==> config.mk <==
export PLATFORM = sky130hd
export DESIGN_NAME = cra_sub8_pipe
export DESIGN_NICKNAME = d
export VERILOG_FILES = /design/src/rtl/cra_sub8_pipe.sv
export SDC_FILE = /design/constraint.sdc
export NUM_CORES = 1
export LEC_CHECK = 0
export ABC_AREA = 0
export CAP_MARGIN = 30
export CORE_ASPECT_RATIO = 1.75
export CORE_UTILIZATION = 40
export DETAILED_ROUTE_END_ITERATION = 12
export DONT_BUFFER_PORTS = 1
export PLACE_DENSITY = 0.5
export SLEW_MARGIN = 20
export SYNTH_ARGS = -nofsm -noshare
export SYNTH_HDL_FRONTEND = slang
export SYNTH_SLANG_ARGS = --single-unit
==> constraint.sdc <==
create_clock -name clk -period 3.18 [get_ports clk]
set_input_delay 0.159 -clock clk [delete_from_list [all_inputs] [get_ports clk]]
set_output_delay 0.159 -clock clk [all_outputs]
set_load 0.005 [all_outputs]
==> src/rtl/cra_sub8_pipe.sv <==
`default_nettype none
// ============================================================================
// Module   : cra_sub8_pipe
// Brief    : Two-stage pipelined ripple subtractor, d = a - b - bin, with
//            borrow-out and signed overflow; valid/ready on both sides.
// Revision : 1.0 - initial release
// ============================================================================
module cra_sub8_pipe #(
  parameter int N = 8,
  parameter int M = N / 2
) (
  input  logic         clk,
  input  logic         rst_n,
  input  logic         in_valid,
  output logic         in_ready,
  input  logic [N-1:0] a,
  input  logic [N-1:0] b,
  input  logic         bin,
  output logic         out_valid,
  input  logic         out_ready,
  output logic [N-1:0] d,
  output logic         bout,
  output logic         ovf
);

  localparam int H = N - M;

  // Subtraction as x + ~y + c: a carry of 1 means "no borrow".
  logic [M-1:0] w_d_lo;
  logic [M:0]   w_c1;
  logic [H-1:0] w_d_hi;
  logic [H:0]   w_c2;

  logic         w_s1_load;
  logic         w_s2_load;

  logic         r_s1_valid;
  logic [M-1:0] r_d_lo;
  logic         r_c1;
  logic [H-1:0] r_a_hi;
  logic [H-1:0] r_b_hi;

  logic         r_s2_valid;
  logic [N-1:0] r_d;
  logic         r_bout;
  logic         r_ovf;

  assign w_c1[0] = ~bin;

  for (genvar i = 0; i < M; i++) begin : g_lo_slice
    assign w_d_lo[i]   = a[i] ^ ~b[i] ^ w_c1[i];
    assign w_c1[i+1]   = (a[i] & ~b[i]) | (w_c1[i] & (a[i] ^ ~b[i]));
  end

  assign w_c2[0] = r_c1;

  for (genvar j = 0; j < H; j++) begin : g_hi_slice
    assign w_d_hi[j]   = r_a_hi[j] ^ ~r_b_hi[j] ^ w_c2[j];
    assign w_c2[j+1]   = (r_a_hi[j] & ~r_b_hi[j]) | (w_c2[j] & (r_a_hi[j] ^ ~r_b_hi[j]));
  end

  // in_ready depends on out_ready but never on in_valid.
  assign w_s2_load = r_s1_valid && (!r_s2_valid || out_ready);
  assign in_ready  = !r_s1_valid || w_s2_load;
  assign w_s1_load = in_valid && in_ready;

  always_ff @(posedge clk or negedge rst_n) begin
    if (!rst_n) begin
      r_s1_valid <= 1'b0;
      r_d_lo     <= '0;
      r_c1       <= 1'b0;
      r_a_hi     <= '0;
      r_b_hi     <= '0;
    end else if (w_s1_load) begin
      r_s1_valid <= 1'b1;
      r_d_lo     <= w_d_lo;
      r_c1       <= w_c1[M];
      r_a_hi     <= a[N-1:M];
      r_b_hi     <= b[N-1:M];
    end else if (w_s2_load) begin
      r_s1_valid <= 1'b0;
    end
  end

  always_ff @(posedge clk or negedge rst_n) begin
    if (!rst_n) begin
      r_s2_valid <= 1'b0;
      r_d        <= '0;
      r_bout     <= 1'b0;
      r_ovf      <= 1'b0;
    end else if (w_s2_load) begin
      r_s2_valid <= 1'b1;
      r_d        <= {w_d_hi, r_d_lo};
      r_bout     <= ~w_c2[H];
      r_ovf      <= (r_a_hi[H-1] != r_b_hi[H-1]) && (w_d_hi[H-1] != r_a_hi[H-1]);
    end else if (out_ready) begin
      r_s2_valid <= 1'b0;
    end
  end

  assign out_valid = r_s2_valid;
  assign d         = r_d;
  assign bout      = r_bout;
  assign ovf       = r_ovf;

endmodule
`default_nettype wire

### After elaboration in Yosys (flattened, before gate mapping)

Cells that the tools add are included.

* register bits after elaboration: 25
* input bits: 21
* output and inout port bits: 12
* word-level logic and storage cells: 74

* equal/unequal tests: 2
* multiplexer cells: 4
* bitwise operators: 50
* reduce and logical (&&, ||, !) cells: 9

Operators by type and width (count)
* $and A1 B1 Y1: 16
* $xor A1 B1 Y1: 16
* $not A1 Y1: 10
* $or A1 B1 Y1: 8
* $mux W1: 4
* $reduce_bool A2 Y1: 2
* $logic_and A1 B1 Y1: 3
* $logic_not A1 Y1: 2
* $logic_or A1 B1 Y1: 2
* $ne A1 B1 Y1: 2

### Logic depth before layout (Yosys ltp)

* word-level depth: 11
* depth in mapped cells: 9
* gate-level depth less buffers: 9

### Worst setup path before layout

OpenSTA, ideal clock, no wires.

* kind: register to register
* start: register r_b_hi[0]
* end: register r_ovf (netlist: ovf)
* setup time: 0.125 ns
* arrival: 2.276 ns
* required time: 3.055 ns
* path slack: 0.779 ns
* stages on the path, launching flop included: 10
* buffers on the path: 0
* period minus slack after synthesis: 2.401 ns
* cells stage by stage: dfrtp_1 inv_1 fa_1 inv_1 fa_1 fa_1 fa_1 xor2_1 nor2_1 mux2_2

* cells in the longest elaborated chain, start to end: 11
* elaborated cells between the ends (all ways): 12
* those cells by class: eq/ne: 1; bitwise: 10; reduce/logical: 1

Ends and longest elaborated chain
* start: declaration: line 41 `logic [H-1:0] r_b_hi;`
* start signal: assignment: line 79 `r_b_hi <= b[N-1:M];`
* $not A1 Y1 (*): line 59 `assign w_c2[j+1] = (r_a_hi[j] & ~r_b_hi[j]) | (w_c2[j] & (r_a_hi[j] ^ ~r_b_hi[j]));`
* $xor A1 B1 Y1: line 59
* $and A1 B1 Y1: line 59
* $or A1 B1 Y1 (*): line 59
* $and A1 B1 Y1 (*): line 59
* $or A1 B1 Y1 (*): line 59
* $and A1 B1 Y1 (*): line 59
* $or A1 B1 Y1 (*): line 59
* $xor A1 B1 Y1 (*): line 58 `assign w_d_hi[j] = r_a_hi[j] ^ ~r_b_hi[j] ^ w_c2[j];`
* $ne A1 B1 Y1 (*): line 95 `r_ovf <= (r_a_hi[H-1] != r_b_hi[H-1]) && (w_d_hi[H-1] != r_a_hi[H-1]);`
* $logic_and A1 B1 Y1 (*): line 95
* end signal: assignment: line 95
* end: declaration: line 46 `logic r_ovf;`

Mark *: on every way between the ends. The rest lies on a longest branch, timed or not.
A chain may end at the register's enable or synchronous reset.

### Worst setup path in the final report

Same ends and word-level chain as after synthesis.

==> impl_metrics.tcl <==
set metrics [dict create \
    avgRoutedWirePerCell_microns 15.89 \
    vias_per_cell 5.077 \
    slowest_delay_ns 0.52 \
    synthesis.area_sq_mm 0.001234 \
    worstMarginPinSlew_ns 0.2963 \
    pwr-share-clk 0.213 \
    seq_power_share 0.556 \
    slew_viol_final 0 \
    netlist.top_cell.by_area "dfrtp_1" \
    pwr-share-comb 0.231 \
    p_int_uw 616.7 \
    p_total_uw 855.6 \
    crit_path_max_fanout 2 \
    fp.dieArea_sq_mm 0.003319 \
    cts_tree "built" \
    synth_area_per_cell_sq_um 14.86 \
    cts_sinks 25 \
    port_buffers 0 \
    ctsResizeCount 0 \
    numCtsBuffers 3 \
    status "finished, violations left" \
    stdcell_area_sq_mm 0.001339 \
    gp_congestion 0.7335 \
    netlist_top_cells_area "dfrtp_1 (51%), fa_1 (13%), mux2_4 (11%), mux2_2 (9.1%), inv_1 (5.2%)" \
    clk_latency_ns 0.26 \
    yosysUniqueCellTypes 14 \
    r2r_start "r_b_hi[0]$_DFFE_PN0P_" \
    core_sq_mm 0.002928 \
    htree_levels 1 \
    grt_max_degree 26 \
    ys_ff_latch 25 \
    crit_top_cell "fa_1" \
    hp-start "b[6]" \
    crit_start "r_b_hi[0]$_DFFE_PN0P_" \
    synth_fp_nets 113 \
    die_h_microns 75.47 \
    cts_root_buf "clkbuf_8" \
    setup_violations 0 \
    final_layout_size_suffix_gt1_frac 0.2921 \
    pin_count 33 \
    clockBufferDepth 2 \
    via_count 594 \
    cp-end-kind "register" \
    layout_common_cells "dfrtp_1 (25), inv_1 (17), mux2_2 (10)" \
    grt_usage 0.1345 \
    drtIter0Drc 18 \
    drv_cap 0 \
    grt_pass1_vias 657 \
    startpoint_type "register" \
    layout_commonest_cell "dfrtp_1" \
    n_antenna_cell 0 \
    worst-endpoint-required_ns 3.33 \
    path_clk_slew_ns 0.08 \
    max_freq_ghz 0.3951 \
    fin_setup_tns_ns 0 \
    cts_setup_buffers 0 \
    num-fill-cells 267 \
    dpl.hpwl_microns 1368 \
    fin_skew_ns 0.0005546 \
    power_density_mw_per_mm2 639.1 \
    layout_setup_ws_ns 0.6490 \
    violations "DRC" \
    min_path_type "in -> reg" \
    placed_area_sq_mm 0.001254 \
    drc 2 \
    hold_viol_final 0 \
    cellLeakagePower_uw 0.0006699 \
    grt_overflow 0 \
    fin_crit_sh 0.7959 \
    routed_wl_microns 1859 \
    grt_setup_unrepaired "false" \
    die_w_microns 43.98 \
    cp_slowest_cell "fa_1" \
    ir_worst_vdd_mv 0.3093 \
    firstDrtPassIters 7 \
    synth_top_area_frac 0.5071 \
    crit_type "reg -> reg" \
    grt_first_pass_wirelength_microns 3111 \
    num-nets-final 120 \
    antenna_left 0 \
    ys_seq_area_frac 0.5071 \
    p_sw_uw 238.9 \
    arrival_ns 2.69 \
    place_ws_ns 0.6728 \
    initial_core_util 0.4214 \
    layout_min_cycle_time_ns 2.531 \
    yosysWarnings 0 \
    areaGrowthSynthToFinish_pct 8.519 \
    switching_share 0.2792 \
    netlist_instances 83 \
    antenna_found_initial 0 \
    std_cell_rows 26 \
    slew_headroom 0.8018 \
    cp_cell_sequence "inv_1 -> fa_1 -> inv_1 -> fa_1 -> fa_1 -> fa_1 -> xor2_1 -> nor2_1 -> mux2_2" \
]
## worst paths after layout
| kind | endpoint | slack, ns | cells after the start |
|---|---|---|---|
| max | ovf$_DFFE_PN0P_ | 0.65 | 9 |
| min | r_b_hi[2]$_DFFE_PN0P_ | 0.04 | 1 |
| max reg2reg | ovf$_DFFE_PN0P_ | 0.65 | 9 |
| min reg2reg | d[2]$_DFFE_PN0P_ | 0.52 | 1 |
| max in group asynchronous | ovf$_DFFE_PN0P_ | 2.71 | 2 |
| min in group asynchronous | r_s1_valid$_DFFE_PN0P_ | 0.33 | 2 |
## critical path, delay by kind of cell (launching register included)
kind	cells	cell delay, ns
fa+ha+maj	4	1.46
flops	1	0.39
mux	1	0.25
xor+xnor	1	0.14
buf+inv	2	0.12
simple gates	1	0.05
## per-layer routing
layer  routed length, microns  track usage
met1                      731       0.1420
met2                     1008       0.2388
met3                       85      0.03791
met4                       33      0.07071
met5                        0            0
## kinds of logic after synthesis
| family | Yosys count | share of synthesized area |
|---|---|---|
| DFF | 25 | 0.5071 |
| muxes | 23 | 0.2333 |
| buffers and inverters | 18 | 0.06389 |
| adders and majority gates | 9 | 0.1400 |
| and+or+nand+nor | 7 | 0.04868 |
| xor gates and xnor gates | 1 | 0.007101 |
## per-stage QoR
stage | hold WS, ns | utilization | std cells
2_1_floorplan | -0.1366 | - | 83
3_3_place_gp | -0.1361 | 0.4282 | 110
3_5_place_dp | -0.1360 | 0.4282 | 110
4_1_cts | 0.03241 | 0.4573 | 117
5_1_grt | 0.02737 | 0.4573 | 117
6_report | 0.03898 | 0.4573 | 117
## power groups by stage
stage                     Clock (uW)  Combinational [uW]  Sequential (uW)
after floorplan                    0                 166              465
after global placement             0                 186              482
after detailed placement           0                 191              485
after CTS                        190                 203              479
after global routing             203                 231              490
final                            182                 198              476
## area by class of cell
type,count,area [sq um],share of cell area
flip-flops and latches,25,625.6,0.4673
repair buffers,3,40.04,0.02991
well taps,28,35.03,0.02617
clock buffers,4,45.04,0.03364
multi-input cells,40,529.3,0.3953
inverters,17,63.81,0.04766
## state kept, by name (all words and copies together), names as in the netlist
name / flops
d: 8
r_s1_valid: 1
r_d_lo: 4
bout: 1
out_valid: 1
ovf: 1
r_b_hi: 4
r_a_hi: 4
r_c1: 1
## repair_timing
item / in CTS / in global routing
hold buffers: 3 / 0
endpoints found under the hold margin: 26 / 0
endpoints found under the setup margin: 0 / 0
## cell usage after synthesis
cell type,count
inv_1,17
nor2_1,1
nand3b_4,1
nand2_2,1
nand2b_1,3
buf_8,1
mux2_2,10
ha_1,1
nand2_4,1
mux2i_1,4
fa_1,8
xor2_1,1
mux2_4,9
dfrtp_1,25
(Power assumes the default switching activity.)
